--- config.mk ---
export PLATFORM = sky130hd
export DESIGN_NAME = seq_core
export DESIGN_NICKNAME = d
export VERILOG_FILES = /design/src/rtl/seq_core_pkg.sv /design/src/rtl/seq_mul_iter.sv /design/src/rtl/seq_core.sv
export SDC_FILE = /design/constraint.sdc
export NUM_CORES = 1
export LEC_CHECK = 0
export BUFFER_PORTS_ARGS = -buffer_cell sky130_fd_sc_hd__buf_2
export CAP_MARGIN = 20
export CORE_ASPECT_RATIO = 0.6
export CORE_MARGIN = 1
export CORE_UTILIZATION = 60
export CTS_BUF_LIST = sky130_fd_sc_hd__clkbuf_8
export DETAILED_ROUTE_END_ITERATION = 6
export HOLD_SLACK_MARGIN = 0.05
export PLACE_DENSITY_LB_ADDON = 0.1
export REMOVE_ABC_BUFFERS = 1
export SLEW_MARGIN = 15
export SYNTH_ARGS = -nofsm -noshare
export SYNTH_HDL_FRONTEND = slang
export SYNTH_SLANG_ARGS = --single-unit
export TNS_END_PERCENT = 5
--- constraint.sdc ---
create_clock -name clk -period 4.14 [get_ports clk]
set_clock_uncertainty 0.2 [all_clocks]
set_input_delay 0.828 -clock clk [delete_from_list [all_inputs] [get_ports clk]]
set_output_delay 0.828 -clock clk [all_outputs]
set_load 0.01 [all_outputs]
--- src/rtl/seq_core_pkg.sv ---
// Shared opcode encodings, sequencer state type and instruction field layout
// for the seq_core instruction sequencer.
package seq_core_pkg;

   localparam logic [1:0] OP_PUSH = 2'b00;
   localparam logic [1:0] OP_ADD  = 2'b01;
   localparam logic [1:0] OP_MULT = 2'b10;
   localparam logic [1:0] OP_SEND = 2'b11;

   typedef enum logic [1:0] {
      ST_IDLE = 2'd0,
      ST_MUL  = 2'd1,
      ST_SEND = 2'd2
   } state_e;

   // Instruction layout: {op, ra, rb, rc}; imm overlays the {rb, rc} fields.
   function automatic int unsigned op_lsb(input int unsigned rnw);
      return 3 * rnw;
   endfunction

   function automatic int unsigned ra_lsb(input int unsigned rnw);
      return 2 * rnw;
   endfunction

   function automatic int unsigned rb_lsb(input int unsigned rnw);
      return rnw;
   endfunction

   function automatic int unsigned rc_lsb(input int unsigned rnw);
      return 0 * rnw;
   endfunction

endpackage

--- src/rtl/seq_mul_iter.sv ---
// Iterative shift-add multiplier: one partial product per cycle for DW cycles,
// done_o marks the cycle whose closing edge completes the product.
module seq_mul_iter #(
   parameter int DW  = 8,
   parameter int SAT = 0
) (
   input  logic          clk,
   input  logic          rst_n,
   input  logic          start_i,
   input  logic [DW-1:0] a_i,
   input  logic [DW-1:0] b_i,
   output logic          done_o,
   output logic [DW-1:0] result_o
);

   localparam int CW = $clog2(DW + 1);

   logic [2*DW-1:0] mcand_q;
   logic [2*DW-1:0] acc_q;
   logic [2*DW-1:0] acc_d;
   logic [DW-1:0]   mplier_q;
   logic [CW-1:0]   cnt_q;
   logic            active_q;

   always_comb begin
      acc_d = acc_q;
      if (mplier_q[0]) acc_d = acc_q + mcand_q;
   end

   // Result includes the final partial product so it is ready on the done edge.
   assign done_o   = active_q && (cnt_q == CW'(DW - 1));
   assign result_o = ((SAT != 0) && (|acc_d[2*DW-1:DW])) ? '1 : acc_d[DW-1:0];

   always_ff @(posedge clk or negedge rst_n) begin
      if (!rst_n) begin
         mcand_q  <= '0;
         acc_q    <= '0;
         mplier_q <= '0;
         cnt_q    <= '0;
         active_q <= 1'b0;
      end else if (start_i) begin
         mcand_q  <= {{DW{1'b0}}, a_i};
         acc_q    <= '0;
         mplier_q <= b_i;
         cnt_q    <= '0;
         active_q <= 1'b1;
      end else if (active_q) begin
         acc_q    <= acc_d;
         mcand_q  <= mcand_q << 1;
         mplier_q <= mplier_q >> 1;
         cnt_q    <= cnt_q + CW'(1);
         if (done_o) active_q <= 1'b0;
      end
   end

endmodule

--- src/rtl/seq_core.sv ---
// Instruction sequencer: push/add/mult/send over a small register file,
// with valid/ready instruction intake and a held send toward the UART tx.
module seq_core
   import seq_core_pkg::*;
#(
   parameter  int DW   = 8,
   parameter  int NREG = 4,
   parameter  int TXW  = 8,
   parameter  int SAT  = 0,
   localparam int RNW  = $clog2(NREG),
   localparam int IW   = 2 + 3 * RNW,
   localparam int IMW  = 2 * RNW
) (
   input  logic           clk,
   input  logic           rst_n,
   input  logic [IW-1:0]  i_inst,
   input  logic           i_inst_valid,
   output logic           o_inst_ready,
   output logic [TXW-1:0] o_tx_data,
   output logic           o_tx_valid,
   input  logic           i_tx_busy,
   output logic           o_busy
);

   localparam int OP_LSB = op_lsb(RNW);
   localparam int RA_LSB = ra_lsb(RNW);
   localparam int RB_LSB = rb_lsb(RNW);
   localparam int RC_LSB = rc_lsb(RNW);

   state_e          state_q;
   logic [DW-1:0]   rf_q [NREG];
   logic [RNW-1:0]  rc_q;
   logic [TXW-1:0]  tx_data_q;
   logic            tx_valid_q;

   logic [1:0]      op;
   logic [RNW-1:0]  ra, rb, rc;
   logic [DW-1:0]   rd_a, rd_b, imm_dw, add_res, mul_res;
   logic [DW:0]     sum;
   logic [TXW-1:0]  tx_byte;
   logic            accept, mul_start, mul_done;
   logic            wr_en;
   logic [RNW-1:0]  wr_idx;
   logic [DW-1:0]   wr_data;

   assign op = i_inst[OP_LSB +: 2];
   assign ra = i_inst[RA_LSB +: RNW];
   assign rb = i_inst[RB_LSB +: RNW];
   assign rc = i_inst[RC_LSB +: RNW];

   assign o_inst_ready = (state_q == ST_IDLE);
   assign o_busy       = (state_q != ST_IDLE);
   assign o_tx_data    = tx_data_q;
   assign o_tx_valid   = tx_valid_q;
   assign accept       = i_inst_valid && o_inst_ready;
   assign mul_start    = accept && (op == OP_MULT);

   generate
      if (IMW >= DW) begin : g_imm_trunc
         assign imm_dw = i_inst[DW-1:0];
      end else begin : g_imm_zext
         assign imm_dw = {{(DW-IMW){1'b0}}, i_inst[IMW-1:0]};
      end
      if (DW >= TXW) begin : g_tx_trunc
         assign tx_byte = rd_a[TXW-1:0];
      end else begin : g_tx_zext
         assign tx_byte = {{(TXW-DW){1'b0}}, rd_a};
      end
   endgenerate

   // Indices with no backing register read as zero.
   always_comb begin
      rd_a = '0;
      rd_b = '0;
      for (int unsigned i = 0; i < NREG; i++) begin
         if (ra == RNW'(i)) rd_a = rf_q[i];
         if (rb == RNW'(i)) rd_b = rf_q[i];
      end
   end

   assign sum     = {1'b0, rd_a} + {1'b0, rd_b};
   assign add_res = ((SAT != 0) && sum[DW]) ? '1 : sum[DW-1:0];

   always_comb begin
      wr_en   = 1'b0;
      wr_idx  = rc;
      wr_data = add_res;
      if (mul_done) begin
         wr_en   = 1'b1;
         wr_idx  = rc_q;
         wr_data = mul_res;
      end else if (accept && (op == OP_PUSH)) begin
         wr_en   = 1'b1;
         wr_idx  = ra;
         wr_data = imm_dw;
      end else if (accept && (op == OP_ADD)) begin
         wr_en   = 1'b1;
      end
   end

   always_ff @(posedge clk or negedge rst_n) begin
      if (!rst_n) begin
         for (int unsigned i = 0; i < NREG; i++) rf_q[i] <= '0;
      end else if (wr_en) begin
         for (int unsigned i = 0; i < NREG; i++)
            if (wr_idx == RNW'(i)) rf_q[i] <= wr_data;
      end
   end

   always_ff @(posedge clk or negedge rst_n) begin
      if (!rst_n) begin
         state_q    <= ST_IDLE;
         rc_q       <= '0;
         tx_data_q  <= '0;
         tx_valid_q <= 1'b0;
      end else begin
         case (state_q)
            ST_IDLE: begin
               if (accept && (op == OP_MULT)) begin
                  rc_q    <= rc;
                  state_q <= ST_MUL;
               end else if (accept && (op == OP_SEND)) begin
                  tx_data_q  <= tx_byte;
                  tx_valid_q <= 1'b1;
                  state_q    <= ST_SEND;
               end
            end
            ST_MUL: begin
               if (mul_done) state_q <= ST_IDLE;
            end
            ST_SEND: begin
               if (!i_tx_busy) begin
                  tx_valid_q <= 1'b0;
                  state_q    <= ST_IDLE;
               end
            end
            default: state_q <= ST_IDLE;
         endcase
      end
   end

   seq_mul_iter #(
      .DW  (DW),
      .SAT (SAT)
   ) u_mul (
      .clk      (clk),
      .rst_n    (rst_n),
      .start_i  (mul_start),
      .a_i      (rd_a),
      .b_i      (rd_b),
      .done_o   (mul_done),
      .result_o (mul_res)
   );

endmodule

==> key figures, run 1 <==
Outcome
  – Status: complete, but fails checks
  – Failing checks: design-rule violations

Timing
  – Final period utilization: 84.2%
  – Slew @ Worst Pin: 0.920 ns
  – Setup_tns: 0 ns
  – Slew headroom: 38.6%
  – Final hold violations: 0
  – RSZ-0062 raised after global routing: false
  – Final Slew Violations: 0
  – Setup violators final: 0
  – Achievable Freq: 287 MHz
  – Fin crit period: 3.48 ns

Global route
  – Initial antenna violation count: 0
  – Largest net degree at the start of global routing: 75
  – Gr ovfl total: 0
  – Global-route wire length before repair: 14.7 mm
  – Number of global-route vias before repair: 2794
  – Global-route usage over all layers: 26.9%

Drt
  – Highest Signal Layer: met4
  – Vias: 3032
  – First drt pass iteration count: 7
  – Met1 Wirelength: 4.65 mm
  – Wire length on met3: 463 microns
  – DRT Wirelength: 9.31 mm
  – Avg WL per Cell: 19.2 microns
  – Initial drt markers: 212
  – Length of routed met2 wiring: 4.04 mm
  – Via density: 6.25
  – ANT nets after route: 0
  – Drt drc: 6

Layout
  – Fin cells: 485
  – P&R area growth vs syn: 7.92%
  – # diodes: 0
  – Share of cells above drive strength 1: 25.1%
  – # nets final: 422
  – Final Util: 68.3%

Worst setup path
  – WP data arrival: 3.52 ns
  – Setup crit end kind: register
  – WP data required: 4.17 ns
  – Setup Crit Path Kind: primary input to register
  – Critical path peak fanout: 4
  – Critical Path Source Type: primary input

Clocking
  – Clock insertion delay at the later pin of the skew report: 0.36 ns
  – Root Driver: clkbuf_8
  – Clock buffer depth: 2
  – Hold_buf cts: 0
  – H-Tree Depth: 3
  – CTS sink cnt: 74
  – Clk slew on worst S/H paths: 0.07 ns
  – Cts repair resizes: 0
  – CTS tree: done
  – Post-CTS setup buffer count: 0
  – Total CTS buffers: 9

Synthesis
  – Synth Instances: 374
  – Most numerous cell in the Yosys netlist: dfrtp_1
  – Count of unique library cells instantiated by Yosys: 54
  – Synth area leaders: dfrtp_1 (43%), mux4_2 (8.4%), mux2_2 (7.3%)
  – Post-synth EDFFs: 0
  – Mean Syn Cell Area: 11.5 sq um
  – Synth Warn #: 0
  – Ys flop type: dfrtp_1
  – Async set-or-reset flop fraction in the synthesized netlist: 100%
  – Post-synth top cells: dfrtp_1 (74), mux2_2 (28), o21ai_0 (28)
  – Most area-hungry cell type in the Yosys netlist: dfrtp_1
  – Synth Cell Area: 0.00430 sq mm
  – Yosys reg bits: 74
  – Top cell type's share of synthesized area: 43.1%
  – Seq/Total Area, Yosys: 43.1%

Floorplanning
  – Core Region: 0.00679 sq mm
  – Row cnt: 23
  – Die W: 111 microns
  – Die area: 0.00752 sq mm
  – Initial core utilization: 63.3%
  – Ports: 23
  – Die Height: 67.6 microns

Power
  – Int Power: 0.997 mW
  – Psw: 0.326 mW
  – VDD IR max: 0.205 mV
  – Sw Ratio: 24.6%
  – Clk pwr share: 36.1%
  – Combinational share of power: 8.8%
  – Seq pwr share: 55.1%
  – Tot Pwr: 1.32 mW
  – Pwr dens: 285 mW/mm^2
  – Leakage Power: 1.99 nW

Place
  – Dpl cells: 469
  – I/O Buffers: 22
  – GP Congestion: 0.834
  – Dpl hpwl: 6.73 mm

Job
  – Max Cap Viol: 0

Hold path
  – Min-Delay Path Class: register to register
through the flow:
step	worst slack (ns)	cell area (sq um)	hold WS, ns
floorplan	0.821	4210	0.271
global placement	0.381	4480	0.283
detailed placement	0.326	4480	0.289
CTS	0.685	4640	0.305
global route	0.465	4640	0.317
finish	0.655	4640	0.300
layout by cell type, fill, tap and decap left out, types with 8 or more instances in the layout:
cell      netlist  layout
mux2_2         28      28
nand2_1        27      27
clkbuf_8        0      10
nor2_1         26      25
buf_2           5      21
mux4_2         16      16
ha_1           15      15
o21ai_0        28      28
a211oi_1       10      10
xnor2_1         8       8
mux2i_1        22      22
dfrtp_1        74      74
a21oi_1        14      14
metal layers:
| layer | up-vias | GRT usage (%) |
|---|---|---|
| met3 | 20 | 6.10 |
| met1 | 1492 | 38.7 |
| met4 | 0 | 8.95 |
| met5 | - | 0 |
| met2 | 92 | 40.7 |
| li1 | 1428 | - |
final timing paths:
check | cells after the start | slack (ns) | endpoint | start
setup / recovery | 10 | 0.66 | rf_q[30] | i_inst[4]
hold / removal | 1 | 0.30 | o_tx_data[6] | o_tx_data[6]
setup reg to reg | 9 | 0.93 | rf_q[30] | rf_q[0]
hold reg to reg | 1 | 0.30 | o_tx_data[6] | o_tx_data[6]
max in group asynchronous | 1 | 2.74 | rf_q[16] | rst_n
min in group asynchronous | 1 | 0.40 | u_mul.acc_q[5] | rst_n
flip-flops by register name (all words and copies together), names as in the netlist, 2 cells and up:
register	count
u_mul.mcand_q	8
u_mul.acc_q	8
state_q	2
u_mul.cnt_q	4
rc_q	2
o_tx_data	8
u_mul.mplier_q	8
rf_q	32
power by group through the flow:
stage,logic [mW],registers (mW),clock network (mW)
global route,0.129,0.728,0.515
floorplan,0.0676,0.742,0
CTS,0.117,0.729,0.488
detailed placement,0.116,0.742,0
finish,0.116,0.729,0.478
global placement,0.114,0.742,0
layout make-up:
cell class	instances	area [sq um]
inverters	5	20.0
multi-input cells	276	2340
flip-flops and latches	74	1850
clock buffers	10	138
clock inverters	6	26.3
well taps	87	109
fillers	507	2150
repair buffers	27	150
worst max-delay path, cell delays in order:
cell	delay, ns
buf_2	0.16
mux4_2	0.55
ha_1	0.24
fa_1	0.45
a211oi_1	0.33
o21bai_1	0.13
a21oi_1	0.18
xor2_1	0.15
o21ai_0	0.16
mux2_1	0.34
logic make-up (layout without fill, tap and decap cells):
logic type	after synthesis	in the layout	synth area share, %
simple gates	87	87	10.2
flops	74	74	43.1
buf+inv	24	48	2.44
compound gates	79	79	11.4
mux	78	78	24.6
fa+ha+maj	17	17	5.30
xor+xnor	15	15	3.06
Power figures use the tool's default switching activity.
==> run 2, diff against run 1 <==
Settings changed: ABC_AREA set to 1, CORE_UTILIZATION 60 to 58.
Clock period 4.14 ns to 3.2 ns, I/O delays scaled along.
==> key figures, run 2 <==
Floorplanning
  – Ports: 23
  – Core Region: 0.00733 sq mm
  – Die W: 115 microns
  – Row cnt: 24
  – Die area: 0.00798 sq mm
  – Initial core utilization: 60.3%
  – Die Height: 69.6 microns

Synthesis
  – Mean Syn Cell Area: 7.57 sq um
  – Post-synth EDFFs: 0
  – Yosys reg bits: 74
  – Synth Cell Area: 0.00442 sq mm
  – Seq/Total Area, Yosys: 41.9%
  – Async set-or-reset flop fraction in the synthesized netlist: 100%
  – Most area-hungry cell type in the Yosys netlist: dfrtp_1
  – Top cell type's share of synthesized area: 41.9%
  – Post-synth top cells: nand2_1 (223), dfrtp_1 (74), inv_1 (63)
  – Synth Instances: 584
  – Ys flop type: dfrtp_1
  – Count of unique library cells instantiated by Yosys: 39
  – Most numerous cell in the Yosys netlist: nand2_1
  – Synth Warn #: 0
  – Synth area leaders: dfrtp_1 (42%), nand2_1 (19%), inv_1 (5.4%)

Place
  – GP Congestion: 0.959
  – I/O Buffers: 22
  – Dpl hpwl: 9.52 mm

Timing
  – Slew headroom: 37.5%
  – Setup_tns: 0 ns
  – Achievable Freq: 329 MHz
  – Min Hold Slack: 0.213 ns
  – Fin crit period: 3.04 ns
  – Final Slew Violations: 0
  – Final hold violations: 0
  – Slew @ Worst Pin: 0.938 ns
  – Setup violators final: 0
  – RSZ-0062 raised after global routing: false
  – Final period utilization: 94.9%

Worst setup path
  – WP data required: 3.26 ns
  – Crit-path leading delay family: adder cells
  – Reg-to-reg endpoint: rf_q[28]
  – Critical path peak fanout: 8
  – Slowest CP cell: fa_1
  – Reg-to-Reg Start: rf_q[16]
  – Setup Crit Path Kind: primary input to register
  – Sequence of cells on the critical path: buf_2, inv_1, nand2_1, o21ai_0, o21ai_0, ha_1, fa_1, nand3_1, nand2_1, xnor2_1, o21ai_0, buf_4, nand2_1, nand2_1
  – WP data arrival: 3.10 ns
  – Setup crit end kind: register
  – Most frequent CP cell: nand2_1
  – Largest stage delay, worst path: 0.45 ns
  – WP buf/inv: 3
  – Critical Path Source Type: primary input
  – Reg2Reg Depth: 13
  – R2R setup slack: 0.47 ns

Layout
  – Fill cell count: 667
  – # nets final: 653
  – Share of cells above drive strength 1: 12.6%
  – Largest Register: rf_q
  – P&R area growth vs syn: 12.8%
  – Commonest non-fill, non-tap cells in the layout: nand2_1 (223), dfrtp_1 (74), inv_1 (65)
  – # diodes: 0
  – Max reg flops: 32
  – Commonest non-fill, non-tap cell in the layout: nand2_1

Power
  – Leakage Power: 2.67 nW
  – VDD IR max: 0.629 mV
  – Pwr dens: 989 mW/mm^2

Global route
  – Gr ovfl total: 0
  – Initial antenna violation count: 0
  – Global-route wire length before repair: 20.5 mm
  – Largest net degree at the start of global routing: 75
  – Global-route usage over all layers: 34.7%
  – Number of global-route vias before repair: 3914

Outcome
  – Status: finished clean

Drt
  – Vias: 4230
  – ANT nets after route: 0
  – Drt drc: 0
  – DRT Wirelength: 12.7 mm
  – First drt pass iteration count: 5
  – Initial drt markers: 549
  – Avg WL per Cell: 17.3 microns
  – Via density: 5.77

Clocking
  – Clock buffer depth: 2
  – Root Driver: clkbuf_8
  – H-Tree Depth: 3
  – CTS sink cnt: 74
  – Total CTS buffers: 9
  – CTS tree: done
  – Clock insertion delay at the later pin of the skew report: 0.37 ns
  – Clk slew on worst S/H paths: 0.09 ns

Hold path
  – Min-Delay Path Class: primary input to asynchronous set/reset pin

Job
  – Max Cap Viol: 0
-- run 2: cell types whose count changed in the layout (fill, tap and decap cells not counted), moves of 7 or more --
cell,change
mux2_2,-28
o21ai_0,+18
nand3_1,+34
o211ai_1,+8
o22ai_1,+10
mux2i_1,-22
nor2_1,-13
buf_4,+13
o221ai_1,+7
inv_1,+58
a211oi_1,-10
mux2_4,-7
mux4_2,-16
nand2_1,+196
-- run 2: repair_timing --
action,in CTS,in global routing
hold endpoints to repair,0,0
hold buffers,0,0
endpoints found under the setup margin,0,8
buffers inserted,0,0
resized for setup,0,2
-- run 2: cell type report --
cell class | count | area [sq um] | share of cell area [%]
clock inverter | 6 | 106 | 2.13
clock buffer | 10 | 138 | 2.76
inverter | 70 | 268 | 5.37
multi-input combinational | 429 | 2240 | 45.0
timing repair buffer | 40 | 248 | 4.97
sequential | 74 | 1850 | 37.2
tap | 104 | 130 | 2.61
-- run 2: metrics by stage --
step                      util [%]  power [mW]  instances  setup WS (ns)  area [sq um]
after global placement        64.6        3.89        717         -0.146          4740
after CTS                     68.0        4.86        733          0.238          4980
final                         68.0        4.93        733          0.163          4980
after detailed placement      64.6        3.95        717         -0.152          4740
after floorplan                  -        3.15        573          0.432          4360
after global routing          68.0        5.28        733        0.00645          4980
-- run 2: logic make-up (layout without fill, tap and decap cells) --
group                    Yosys count  in the layout  share of synthesized area (%)
multiplexers                       1              1                          0.227
XOR/XNOR                           7              7                           1.39
AND/OR/NAND/NOR                  299            299                           29.6
AO/OA/AOI/OAI                    105            105                           14.3
flip-flops                        74             74                           41.9
adder cells (fa/ha/maj)           17             17                           5.15
buffers and inverters             81            126                           7.45
-- run 2: power breakdown --
part / total [mW] / internal (mW) / switching [mW]
Combinational: 2.35 / 0.852 / 1.50
Clock: 0.901 / 0.535 / 0.366
Sequential: 1.68 / 1.34 / 0.337
Total: 4.93 / 2.73 / 2.20
-- run 2: how the worst max path moves through the flow --
stage,to,startpoint,depth (start not counted)
CTS,rf_q[10],i_inst[2],13
detailed placement,rf_q[26],i_inst[2],13
global placement,rf_q[28],i_inst[2],14
global route,rf_q[28],i_inst[2],14
finish,rf_q[28],i_inst[2],14
floorplan,rf_q[12],i_inst[5],13
-- run 2: per-layer routing --
layer | wire (microns) | global-route usage (%) | vias up
met5 | 0 | 0 | -
met4 | 133 | 8.51 | 0
met3 | 1510 | 9.27 | 13
met2 | 4870 | 45.1 | 243
met1 | 6160 | 55.8 | 1979
li1 | - | - | 1995
==> run 3, diff against run 2 <==
Settings changed: BUFFER_PORTS_ARGS -buffer_cell sky130_fd_sc_hd__buf_2 to -buffer_cell sky130_fd_sc_hd__buf_4.
==> key figures, run 3 (same netlist as run 2, synthesis figures left out) <==
Outcome
  – Status: finished clean

Drt
  – ANT nets after route: 0
  – Wire length on met3: 1.63 mm
  – Length of routed met2 wiring: 4.81 mm
  – Highest Signal Layer: met4
  – Avg WL per Cell: 17.0 microns
  – First drt pass iteration count: 5
  – DRT Wirelength: 12.5 mm
  – Drt drc: 0
  – Initial drt markers: 463
  – Met1 Wirelength: 5.93 mm
  – Via density: 5.67
  – Vias: 4159

Worst setup path
  – Critical Path Source Type: primary input
  – Slowest CP cell: fa_1
  – Most frequent CP cell: nand2_1
  – Setup crit end kind: register
  – Reg-to-Reg Start: rf_q[16]
  – Critical path peak fanout: 8
  – Reg-to-reg endpoint: rf_q[20]
  – Sequence of cells on the critical path: buf_4, inv_1, nand2_1, o21ai_0, o21ai_0, ha_1, fa_1, nand3_1, nand2_1, xnor2_1, o21ai_0, buf_4, nand2_1, nand2_1
  – Reg2Reg Depth: 13
  – WP data required: 3.26 ns
  – WP data arrival: 2.94 ns
  – R2R setup slack: 0.64 ns
  – Largest stage delay, worst path: 0.45 ns
  – Setup Crit Path Kind: primary input to register

Timing
  – Slew @ Worst Pin: 0.925 ns
  – Setup_tns: 0 ns
  – Slew headroom: 38.3%
  – Final Slew Violations: 0
  – Final hold violations: 0
  – Min Hold Slack: 0.190 ns
  – Setup violators final: 0
  – Achievable Freq: 347 MHz
  – Fin crit period: 2.88 ns
  – Final period utilization: 90.0%
  – RSZ-0062 raised after global routing: false

Clocking
  – H-Tree Depth: 3
  – CTS tree: done
  – CTS sink cnt: 74
  – Clk slew on worst S/H paths: 0.08 ns
  – Total CTS buffers: 9
  – Clock buffer depth: 2
  – Root Driver: clkbuf_8
  – Post-CTS setup buffer count: 0
  – Cts repair resizes: 0
  – Hold_buf cts: 0
  – Clock insertion delay at the later pin of the skew report: 0.37 ns

Global route
  – Global-route usage over all layers: 34.0%
  – Initial antenna violation count: 0
  – Number of global-route vias before repair: 3881
  – Gr ovfl total: 0
  – Global-route wire length before repair: 19.9 mm
  – Largest net degree at the start of global routing: 75

Floorplanning
  – Row cnt: 24
  – Initial core utilization: 60.3%
  – Die area: 0.00798 sq mm
  – Ports: 23
  – Core Region: 0.00733 sq mm
  – Die W: 115 microns
  – Die Height: 69.6 microns

Layout
  – # nets final: 654
  – P&R area growth vs syn: 13.4%
  – Largest Register: rf_q
  – Commonest non-fill, non-tap cells in the layout: nand2_1 (223), dfrtp_1 (74), inv_1 (64)
  – Max reg flops: 32
  – Fin cells: 734
  – Share of cells above drive strength 1: 12.7%
  – # diodes: 0
  – Commonest non-fill, non-tap cell in the layout: nand2_1
  – Fill cell count: 638

Place
  – GP Congestion: 0.939
  – I/O Buffers: 22
  – Dpl cells: 718
  – Dpl hpwl: 9.55 mm

Power
  – VDD IR max: 0.599 mV
  – Pwr dens: 969 mW/mm^2
  – Leakage Power: 2.67 nW

Hold path
  – Min-Delay Path Class: primary input to asynchronous set/reset pin

Job
  – Max Cap Viol: 0
==> run 3: how the worst max path moves through the flow <==
stage | from | to | slack [ns] | cells after the start
2_1_floorplan | i_inst[5] | rf_q[12] | 0.43 | 13
3_3_place_gp | i_inst[2] | rf_q[20] | 0.08 | 15
3_5_place_dp | i_inst[2] | rf_q[26] | -0.03 | 13
4_1_cts | i_inst[2] | rf_q[26] | 0.35 | 13
5_1_grt | i_inst[5] | rf_q[7] | 0.13 | 17
6_report | i_inst[2] | rf_q[20] | 0.32 | 14
==> run 3: metal layers <==
metal / vias to the layer above / global-route usage (%)
met5: - / 0
met4: 0 / 7.65
met3: 16 / 12.9
met2: 207 / 44.7
met1: 1936 / 52.0
li1: 2000 / -
==> run 3: final cells by class <==
| type | instances | area, sq um | area share (%) |
|---|---|---|---|
| Clock inverter | 7 | 93.8 | 1.87 |
| Multi-Input combinational cell | 429 | 2240 | 44.6 |
| Sequential cell | 74 | 1850 | 36.9 |
| Inverter | 70 | 268 | 5.34 |
| Timing Repair Buffer | 41 | 308 | 6.14 |
| Clock buffer | 9 | 124 | 2.47 |
| Tap cell | 104 | 130 | 2.60 |
==> run 3: power breakdown <==
group | switching, mW | internal [mW]
sequential | 0.333 | 1.34
combinational | 1.47 | 0.898
clock | 0.372 | 0.438
total | 2.18 | 2.68
==> run 3: metrics by stage <==
stage                     util (%)  setup WS (ns)  power (mW)  cell area, sq um
after floorplan                  -          0.432        3.15              4360
after global placement        65.5         0.0772        3.94              4800
after detailed placement      65.5        -0.0267        3.99              4800
after CTS                     68.4          0.353        4.81              5010
after global routing          68.4          0.127        5.24              5010
final                         68.4          0.321        4.86              5010
==> run 3: critical path: cells and delay by family <==
kind	cells	cell delay, ns
fa+ha+maj	2	0.72
compound gates	3	0.43
buf+inv	3	0.47
simple gates	5	0.50
xor+xnor	1	0.18
